==> config.mk <==
export PLATFORM = sky130hd
export DESIGN_NAME = packet_port_buffer_flat
export DESIGN_NICKNAME = d
export VERILOG_FILES = /design/src/rtl/router_pkg.sv /design/src/rtl/packet_port_buffer_if.sv /design/src/rtl/pkt_bank.sv /design/src/rtl/packet_port_buffer.sv /design/src/flat_wrapper.sv
export SDC_FILE = /design/constraint.sdc
export NUM_CORES = 1
export LEC_CHECK = 0
export BUFFER_PORTS_ARGS = -buffer_cell sky130_fd_sc_hd__buf_2
export CAP_MARGIN = 20
export CORE_MARGIN = 2
export CORE_UTILIZATION = 62
export DETAILED_ROUTE_END_ITERATION = 10
export PLACE_DENSITY = 0.79
export RECOVER_POWER = 50
export SYNTH_ARGS = -nofsm -noshare
export SYNTH_HDL_FRONTEND = slang
export SYNTH_SLANG_ARGS = --single-unit
==> constraint.sdc <==
create_clock -name clk1 -period 5 [get_ports clk1]
set_input_delay 0.25 -clock clk1 [delete_from_list [all_inputs] [get_ports clk1]]
set_output_delay 0.25 -clock clk1 [all_outputs]
set_load 0.03 [all_outputs]
==> src/rtl/router_pkg.sv <==
`default_nettype none
// ============================================================================
// Module : router_pkg
// Shared types and defaults for the router output-port packet buffers.
// Rev    : 1.0
// ============================================================================
package router_pkg;

    localparam int c_TIMEOUT_CYC = 30;

    typedef enum logic [1:0] {
        ST_IDLE = 2'd0,
        ST_SEND = 2'd1,
        ST_GAP  = 2'd2
    } rd_state_t;

    typedef logic bank_idx_t;

endpackage
`default_nettype wire

==> src/rtl/packet_port_buffer_if.sv <==
`default_nettype none
// ============================================================================
// Module : packet_port_buffer_if
// Receiver write side and consumer read side of one output-port buffer.
// Rev    : 1.0
// ============================================================================
interface packet_port_buffer_if #(
    parameter int PTR_IN_SZ = 4,
    parameter int UWIDTH    = 8
);
    logic                 wen;
    logic [PTR_IN_SZ-1:0] waddr;
    logic [UWIDTH-1:0]    wdata;
    logic                 winc;
    logic                 wfull;
    logic                 read_enb;
    logic                 vld_out;
    logic [UWIDTH-1:0]    data_out;
    logic                 last_out;
    logic                 drop_err;
    logic                 timeout_err;

    modport slave (
        input  wen, waddr, wdata, winc, read_enb,
        output wfull, vld_out, data_out, last_out, drop_err, timeout_err
    );

    modport master (
        output wen, waddr, wdata, winc, read_enb,
        input  wfull, vld_out, data_out, last_out, drop_err, timeout_err
    );
endinterface
`default_nettype wire

==> src/rtl/pkt_bank.sv <==
`default_nettype none
// ============================================================================
// Module : pkt_bank
// One packet bank: byte storage, committed flag and length tracker.
// Rev    : 1.0
// ============================================================================
module pkt_bank
    import router_pkg::*;
#(
    parameter int PTR_IN_SZ = 4,
    parameter int UWIDTH    = 8
) (
    input  wire logic                 clk1,
    input  wire logic                 rst,
    input  wire logic                 i_wen,
    input  wire logic [PTR_IN_SZ-1:0] i_waddr,
    input  wire logic [UWIDTH-1:0]    i_wdata,
    input  wire logic                 i_commit,
    input  wire logic                 i_free,
    input  wire logic [PTR_IN_SZ-1:0] i_raddr,
    output logic      [UWIDTH-1:0]    o_rdata,
    output logic                      o_full,
    output logic                      o_full_nxt,
    output logic      [PTR_IN_SZ:0]   o_len,
    output logic      [PTR_IN_SZ:0]   o_len_nxt
);
    localparam int DEPTH = 2 ** PTR_IN_SZ;
    localparam int LW    = PTR_IN_SZ + 1;

    logic [UWIDTH-1:0] r_mem [DEPTH];
    logic              r_full;
    logic [LW-1:0]     r_len;
    logic [LW-1:0]     w_len_base;
    logic [LW-1:0]     w_waddr_p1;

    // Freeing restarts the length so a same-cycle write begins a new packet.
    assign w_len_base = i_free ? '0 : r_len;
    assign w_waddr_p1 = {1'b0, i_waddr} + LW'(1);
    assign o_len_nxt  = (i_wen && (w_waddr_p1 > w_len_base)) ? w_waddr_p1 : w_len_base;
    assign o_full_nxt = (r_full & ~i_free) | i_commit;

    assign o_rdata = r_mem[i_raddr];
    assign o_full  = r_full;
    assign o_len   = r_len;

    always_ff @(posedge clk1) begin
        if (!rst) begin
            r_full <= 1'b0;
            r_len  <= '0;
        end else begin
            r_full <= o_full_nxt;
            r_len  <= o_len_nxt;
        end
    end

    always_ff @(posedge clk1) begin
        if (i_wen) begin
            r_mem[i_waddr] <= i_wdata;
        end
    end
endmodule
`default_nettype wire

==> src/rtl/packet_port_buffer.sv <==
`default_nettype none
// ============================================================================
// Module : packet_port_buffer
// Ping-pong packet buffer for one router output port; PKT_BUF_TIMEOUT_EN adds a stall timeout.
// Rev    : 1.0
// ============================================================================
module packet_port_buffer
    import router_pkg::*;
#(
    parameter int PTR_IN_SZ   = 4,
    parameter int UWIDTH      = 8,
    parameter int TIMEOUT_CYC = c_TIMEOUT_CYC
) (
    input  wire logic           clk1,
    input  wire logic           rst,
    packet_port_buffer_if.slave bus
);
    localparam int LW = PTR_IN_SZ + 1;

    rd_state_t            r_state;
    rd_state_t            w_state_nxt;
    bank_idx_t            r_wb;
    bank_idx_t            r_rb;
    logic [PTR_IN_SZ-1:0] r_idx;
    logic                 r_wfull;
    logic                 r_drop_err;

    logic                 w_wb_full;
    logic                 w_wr_ok;
    logic                 w_commit;
    logic                 w_drop;
    logic                 w_free;
    logic                 w_accept;
    logic                 w_last;
    logic                 w_vld;
    logic                 w_stall_hit;
    logic [UWIDTH-1:0]    w_data;
    logic [1:0]           w_full;
    logic [1:0]           w_full_nxt;
    logic [LW-1:0]        w_len     [2];
    logic [LW-1:0]        w_len_nxt [2];
    logic [UWIDTH-1:0]    w_rdata   [2];

    // A bank released by the reader this cycle may be refilled in the same cycle.
    assign w_wb_full = w_full[r_wb] & ~(w_free & (r_rb == r_wb));
    assign w_wr_ok   = bus.wen & ~w_wb_full;
    assign w_commit  = bus.winc & ~w_wb_full & (w_len_nxt[r_wb] != '0);
    // Only the overflowing packet is lost; the committed packet stays intact.
    assign w_drop    = bus.winc & w_wb_full;

    for (genvar gi = 0; gi < 2; gi++) begin : g_bank
        pkt_bank #(
            .PTR_IN_SZ (PTR_IN_SZ),
            .UWIDTH    (UWIDTH)
        ) u_bank (
            .clk1       (clk1),
            .rst        (rst),
            .i_wen      (w_wr_ok & (r_wb == bank_idx_t'(gi))),
            .i_waddr    (bus.waddr),
            .i_wdata    (bus.wdata),
            .i_commit   (w_commit & (r_wb == bank_idx_t'(gi))),
            .i_free     (w_free & (r_rb == bank_idx_t'(gi))),
            .i_raddr    (r_idx),
            .o_rdata    (w_rdata[gi]),
            .o_full     (w_full[gi]),
            .o_full_nxt (w_full_nxt[gi]),
            .o_len      (w_len[gi]),
            .o_len_nxt  (w_len_nxt[gi])
        );
    end

    always_comb begin
        w_state_nxt = r_state;
        w_vld       = 1'b0;
        w_data      = '0;
        w_last      = 1'b0;
        w_accept    = 1'b0;
        w_free      = 1'b0;
        case (r_state)
            ST_IDLE: begin
                if (w_full[r_rb]) begin
                    w_state_nxt = ST_SEND;
                end
            end
            ST_SEND: begin
                w_vld  = 1'b1;
                w_data = w_rdata[r_rb];
                w_last = ({1'b0, r_idx} == (w_len[r_rb] - LW'(1)));
                if (bus.read_enb) begin
                    w_accept = 1'b1;
                    if (w_last) begin
                        w_free      = 1'b1;
                        w_state_nxt = ST_GAP;
                    end
                end else if (w_stall_hit) begin
                    w_free      = 1'b1;
                    w_state_nxt = ST_GAP;
                end
            end
            ST_GAP:  w_state_nxt = ST_IDLE;
            default: w_state_nxt = ST_IDLE;
        endcase
    end

    always_ff @(posedge clk1) begin
        if (!rst) begin
            r_state    <= ST_IDLE;
            r_wb       <= 1'b0;
            r_rb       <= 1'b0;
            r_idx      <= '0;
            r_wfull    <= 1'b0;
            r_drop_err <= 1'b0;
        end else begin
            r_state    <= w_state_nxt;
            r_wfull    <= w_full_nxt[0] & w_full_nxt[1];
            r_drop_err <= w_drop;
            if (w_commit) begin
                r_wb <= ~r_wb;
            end
            if (w_free) begin
                r_rb <= ~r_rb;
            end
            if (r_state == ST_IDLE) begin
                r_idx <= '0;
            end else if (w_accept) begin
                r_idx <= r_idx + 1'b1;
            end
        end
    end

`ifdef PKT_BUF_TIMEOUT_EN
    localparam int SW = $clog2(TIMEOUT_CYC + 1);

    logic [SW-1:0] r_stall;
    logic          r_timeout_err;

    assign w_stall_hit = (r_state == ST_SEND) & ~bus.read_enb & (r_stall == SW'(TIMEOUT_CYC - 1));

    always_ff @(posedge clk1) begin
        if (!rst) begin
            r_stall       <= '0;
            r_timeout_err <= 1'b0;
        end else begin
            r_timeout_err <= w_stall_hit;
            if ((r_state == ST_SEND) && !bus.read_enb && !w_stall_hit) begin
                r_stall <= r_stall + SW'(1);
            end else begin
                r_stall <= '0;
            end
        end
    end

    assign bus.timeout_err = r_timeout_err;
`else
    // Constant-false stall: TIMEOUT_CYC only matters when the counter is built.
    assign w_stall_hit     = (TIMEOUT_CYC < 0);
    assign bus.timeout_err = 1'b0;
`endif

    assign bus.vld_out  = w_vld;
    assign bus.data_out = w_data;
    assign bus.last_out = w_last;
    assign bus.wfull    = r_wfull;
    assign bus.drop_err = r_drop_err;
endmodule
`default_nettype wire

==> src/flat_wrapper.sv <==
// flat-port wrapper written by rule: the top's interface ports become plain ports
module packet_port_buffer_flat import router_pkg::*;
#(
    parameter int PTR_IN_SZ   = 4,
    parameter int UWIDTH      = 8,
    parameter int TIMEOUT_CYC = c_TIMEOUT_CYC
)
  (clk1, rst, bus_wen, bus_waddr, bus_wdata, bus_winc, bus_read_enb, bus_wfull, bus_vld_out, bus_data_out, bus_last_out, bus_drop_err, bus_timeout_err);
  packet_port_buffer_if #(.PTR_IN_SZ(PTR_IN_SZ), .UWIDTH(UWIDTH)) bus_i ();
  input  wire logic clk1;
  input  wire logic rst;
  input wire logic [$bits(bus_i.wen)-1:0] bus_wen;
  input wire logic [$bits(bus_i.waddr)-1:0] bus_waddr;
  input wire logic [$bits(bus_i.wdata)-1:0] bus_wdata;
  input wire logic [$bits(bus_i.winc)-1:0] bus_winc;
  input wire logic [$bits(bus_i.read_enb)-1:0] bus_read_enb;
  output wire logic [$bits(bus_i.wfull)-1:0] bus_wfull;
  output wire logic [$bits(bus_i.vld_out)-1:0] bus_vld_out;
  output wire logic [$bits(bus_i.data_out)-1:0] bus_data_out;
  output wire logic [$bits(bus_i.last_out)-1:0] bus_last_out;
  output wire logic [$bits(bus_i.drop_err)-1:0] bus_drop_err;
  output wire logic [$bits(bus_i.timeout_err)-1:0] bus_timeout_err;
  assign bus_i.wen = bus_wen;
  assign bus_i.waddr = bus_waddr;
  assign bus_i.wdata = bus_wdata;
  assign bus_i.winc = bus_winc;
  assign bus_i.read_enb = bus_read_enb;
  assign bus_wfull = bus_i.wfull;
  assign bus_vld_out = bus_i.vld_out;
  assign bus_data_out = bus_i.data_out;
  assign bus_last_out = bus_i.last_out;
  assign bus_drop_err = bus_i.drop_err;
  assign bus_timeout_err = bus_i.timeout_err;
  packet_port_buffer #(.PTR_IN_SZ(PTR_IN_SZ), .UWIDTH(UWIDTH), .TIMEOUT_CYC(TIMEOUT_CYC)) u_core (.clk1(clk1), .rst(rst), .bus(bus_i));
endmodule
==> results.py <==
metrics = {
    "logic_synthesis": {
        "synthFlopType": "edfxtp_1",
        "syn_nets": 656,
        "synth_area_leaders": "edfxtp_1 (66%), mux4_2 (15%), dfxtp_1 (4.5%)",
        "synthArstFlopShare_pct": 0,
        "ys_seq_area_share_pct": 70.4,
        "syn_inst": 623,
        "synth_warnings": 0,
        "ys_seq_elements": 282,
        "synth_area_mm2": 0.0117,
        "synthDistinctLibCells": 54,
        "synth_enable_flop_cells": 256,
        "synth_area_leader_cell": "edfxtp_1",
        "synth_area_per_cell_um2": 18.7,
        "netlist.area_leader.share_pct": 65.9,
    },
    "sta": {
        "relSlewSlack_pct": -4.34,
        "tns_ns": 0,
        "finalCriticalPeriod_ns": 4.55,
        "holdWs_ns": 0.0319,
        "slew_viol_final": 99,
        "fin_ws_ns": 0.453,
        "finalCritPeriodShare_pct": 90.9,
        "rsz0062_at_grt": "false",
        "setup_viol": 0,
        "tightest_slew_ns": 1.57,
        "skew_ns": 0.0172,
        "finalHoldViolCount": 0,
        "fmax_mhz": 220,
    },
    "route": {
        "vias_per_cell": 6.67,
        "drc": 0,
        "wl_um": 24500,
        "vias": 6119,
        "detail-route-antenna-nets": 0,
        "firstDrtPassIters": 5,
        "drtIter0Drc": 661,
        "wl_per_cell_um": 26.8,
    },
    "global_routing": {
        "busiest_layer": "met2",
        "grt_util_all_layers_pct": 25.5,
        "grt_pass1_vias": 6198,
        "grt_util_met2_pct": 41.4,
        "grtUsageMet3_pct": 4.21,
        "use_met1_pct": 37.3,
        "gr-total-overflow": 0,
        "grt_first_pass_wirelength_um": 37500,
        "grt_max_degree": 65,
        "antenna_found_initial": 0,
    },
    "finish": {
        "syn2layout_area_growth_pct": 11.3,
        "stdcell_area_mm2": 0.0130,
        "drive_gt1_share_pct": 24.6,
        "final_util_pct": 69.8,
        "fill_cells": 1115,
        "antenna_cells": 0,
        "nNetsFinal": 697,
        "final-instance-count-excl-fill": 917,
    },
    "clock_network": {
        "htreeDepth": 1,
        "cts.sink_count": 282,
        "cts_resized": 0,
        "root_buffer": "clkbuf_16",
        "clkLatencyLatePin_ns": 0.52,
        "postCtsSetupRepairBufs": 0,
        "cts_hold_buf": 1,
        "cts_buffers": 27,
        "ctsLongestPathBuffers": 3,
        "clk_pin_slew_ns": 0.06,
        "cts_tree": "done",
    },
    "floorplanning": {
        "die_area_mm2": 0.0199,
        "die_x_um": 141,
        "io_pins": 30,
        "num_rows": 50,
        "initial_core_util_pct": 62.8,
        "fp.dieH_um": 141,
        "core_area_mm2": 0.0186,
    },
    "pwr": {
        "cellLeakagePower_nw": 4.09,
        "swShare_pct": 22.8,
        "power_frac_clock_pct": 39.0,
        "seqPwrFrac_pct": 50.8,
        "p_int_mw": 4.09,
        "p_switching_mw": 1.21,
        "power.total_mw": 5.30,
        "p_comb_share_pct": 10.2,
        "power.density_mw_per_mm2": 409,
        "peakVddDrop_mv": 0.245,
    },
    "placement": {
        "dp.cells": 868,
        "dp_hpwl_um": 15300,
        "pre_cts_slack_ns": 0.667,
        "place_area_mm2": 0.0121,
        "io_buffers": 28,
        "routabilityCongestion": 0.851,
    },
    "critical_path": {
        "required_ns": 5.42,
        "critPathKind": "flip-flop to flip-flop",
        "start_kind": "flip-flop",
        "cp-startpoint": "u_core.r_rb",
        "cp.arrival_ns": 4.97,
        "r2r_start": "u_core.r_rb",
        "cp_max_fo": 16,
        "endpoint_kind": "flip-flop",
    },
    "worst_hold_path": {
        "hp-start": "rst",
        "min_path_type": "primary input to flip-flop",
    },
    "job": {
        "drv_cap": 5,
    },
    "run_status": {
        "failed_checks": "max-capacitance violations, max-slew violations",
        "outcome": "finished with violations",
    },
}
path summary, 6_finish.rpt:
path / to / slack, ns / cells after the start
setup / recovery: u_core.g_bank[0].u_bank.o_len[0] / 0.45 / 15
hold / removal: u_core.bus.drop_err / 0.03 / 3
setup reg to reg: u_core.g_bank[0].u_bank.o_len[0] / 0.45 / 15
hold reg to reg: flip-flop / 0.56 / 2
power groups by stage:
stage                     Clock [mW]  Combinational (mW)  Sequential, mW
after detailed placement           0               0.549            2.74
after global routing            2.18               0.588            2.70
after CTS                       2.10               0.554            2.69
final                           2.07               0.543            2.69
after floorplan                    0               0.411            2.70
after global placement             0               0.525            2.73
sequential cells by signal, indices dropped and copies added, names as in the netlist, named ones only:
name,count
u_core.r_idx,4
u_core.bus.wfull,1
u_core.r_wb,1
u_core.r_state,2
u_core.g_bank.u_bank.o_full,2
u_core.r_rb,1
u_core.g_bank.u_bank.o_len,10
u_core.g_bank.u_bank.r_mem,256
u_core.bus.drop_err,1
metal layers:
layer / up-vias / part of all wire [%]
met1: 3187 / 40
met4: 0 / 1.7
met5: - / 0
met2: 301 / 50
li1: 2601 / -
met3: 30 / 8.3
layout make-up:
cell class | instances | area (um2) | area share [%]
flip-flops and latches | 282 | 8210 | 63.3
clock inverters | 19 | 223 | 1.72
clock buffers | 29 | 683 | 5.27
inverters | 9 | 33.8 | 0.260
multi-input cells | 300 | 3260 | 25.1
repair buffers | 44 | 265 | 2.04
well taps | 234 | 293 | 2.26
cell families (layout without fill, tap and decap cells):
group                      Yosys count  after routing  synth area share, %
and+or+nand+nor                    122            122                 5.01
other                                1              1               0.0322
AOI/OAI and AO/OA                   53             53                 3.50
buffers and inverters               41            101                 1.49
muxes                              101            101                 17.3
adders and majority gates           16             16                 1.72
DFF                                282            282                 70.4
xor gates and xnor gates             7              7                0.526
synthesized netlist by cell type (6+ instances only):
library cell / count
nor3_1: 12
edfxtp_1: 256
buf_1: 7
mux2i_1: 14
a21oi_1: 14
a211oi_1: 9
mux4_2: 80
nand2_1: 27
dfxtp_1: 26
clkbuf_1: 16
buf_2: 7
inv_1: 8
and2_1: 6
nand3_1: 9
nor2_1: 44
ha_1: 16
mux2_2: 6
placed cells by master (no fill, tap or decap), types with 3 or more instances in the layout:
cell type / count
a21o_1: 4
inv_1: 8
a21oi_1: 14
xor2_1: 5
clkinv_1: 8
bufinv_16: 5
o21ai_0: 5
nor2_1: 44
buf_4: 13
mux2_2: 6
nand3_1: 9
nor3_1: 12
nor2b_1: 4
buf_2: 17
dfxtp_1: 24
clkinvlp_4: 3
mux2i_1: 14
mux4_2: 80
nand2b_1: 4
clkbuf_16: 27
clkbuf_1: 14
ha_1: 16
and2_1: 6
and3_1: 3
a31o_2: 3
a211oi_1: 10
nand2_1: 27
clkinv_2: 3
edfxtp_1: 256
worst max-delay path: stages, from the launching register on:
cell	delay, ns
dfxtp_1	0.59
mux2i_1	0.33
ha_1	0.28
or4b_1	0.51
a21o_1	0.18
a211oi_1	0.51
o211ai_4	0.32
and2_4	0.26
ha_1	0.17
nor2b_1	0.12
o21a_1	0.12
o211ai_1	0.09
a21o_1	0.23
a21oi_4	0.24
mux2_1	0.34
and2_1	0.15
Note: power is estimated with default switching activity, not from simulation.
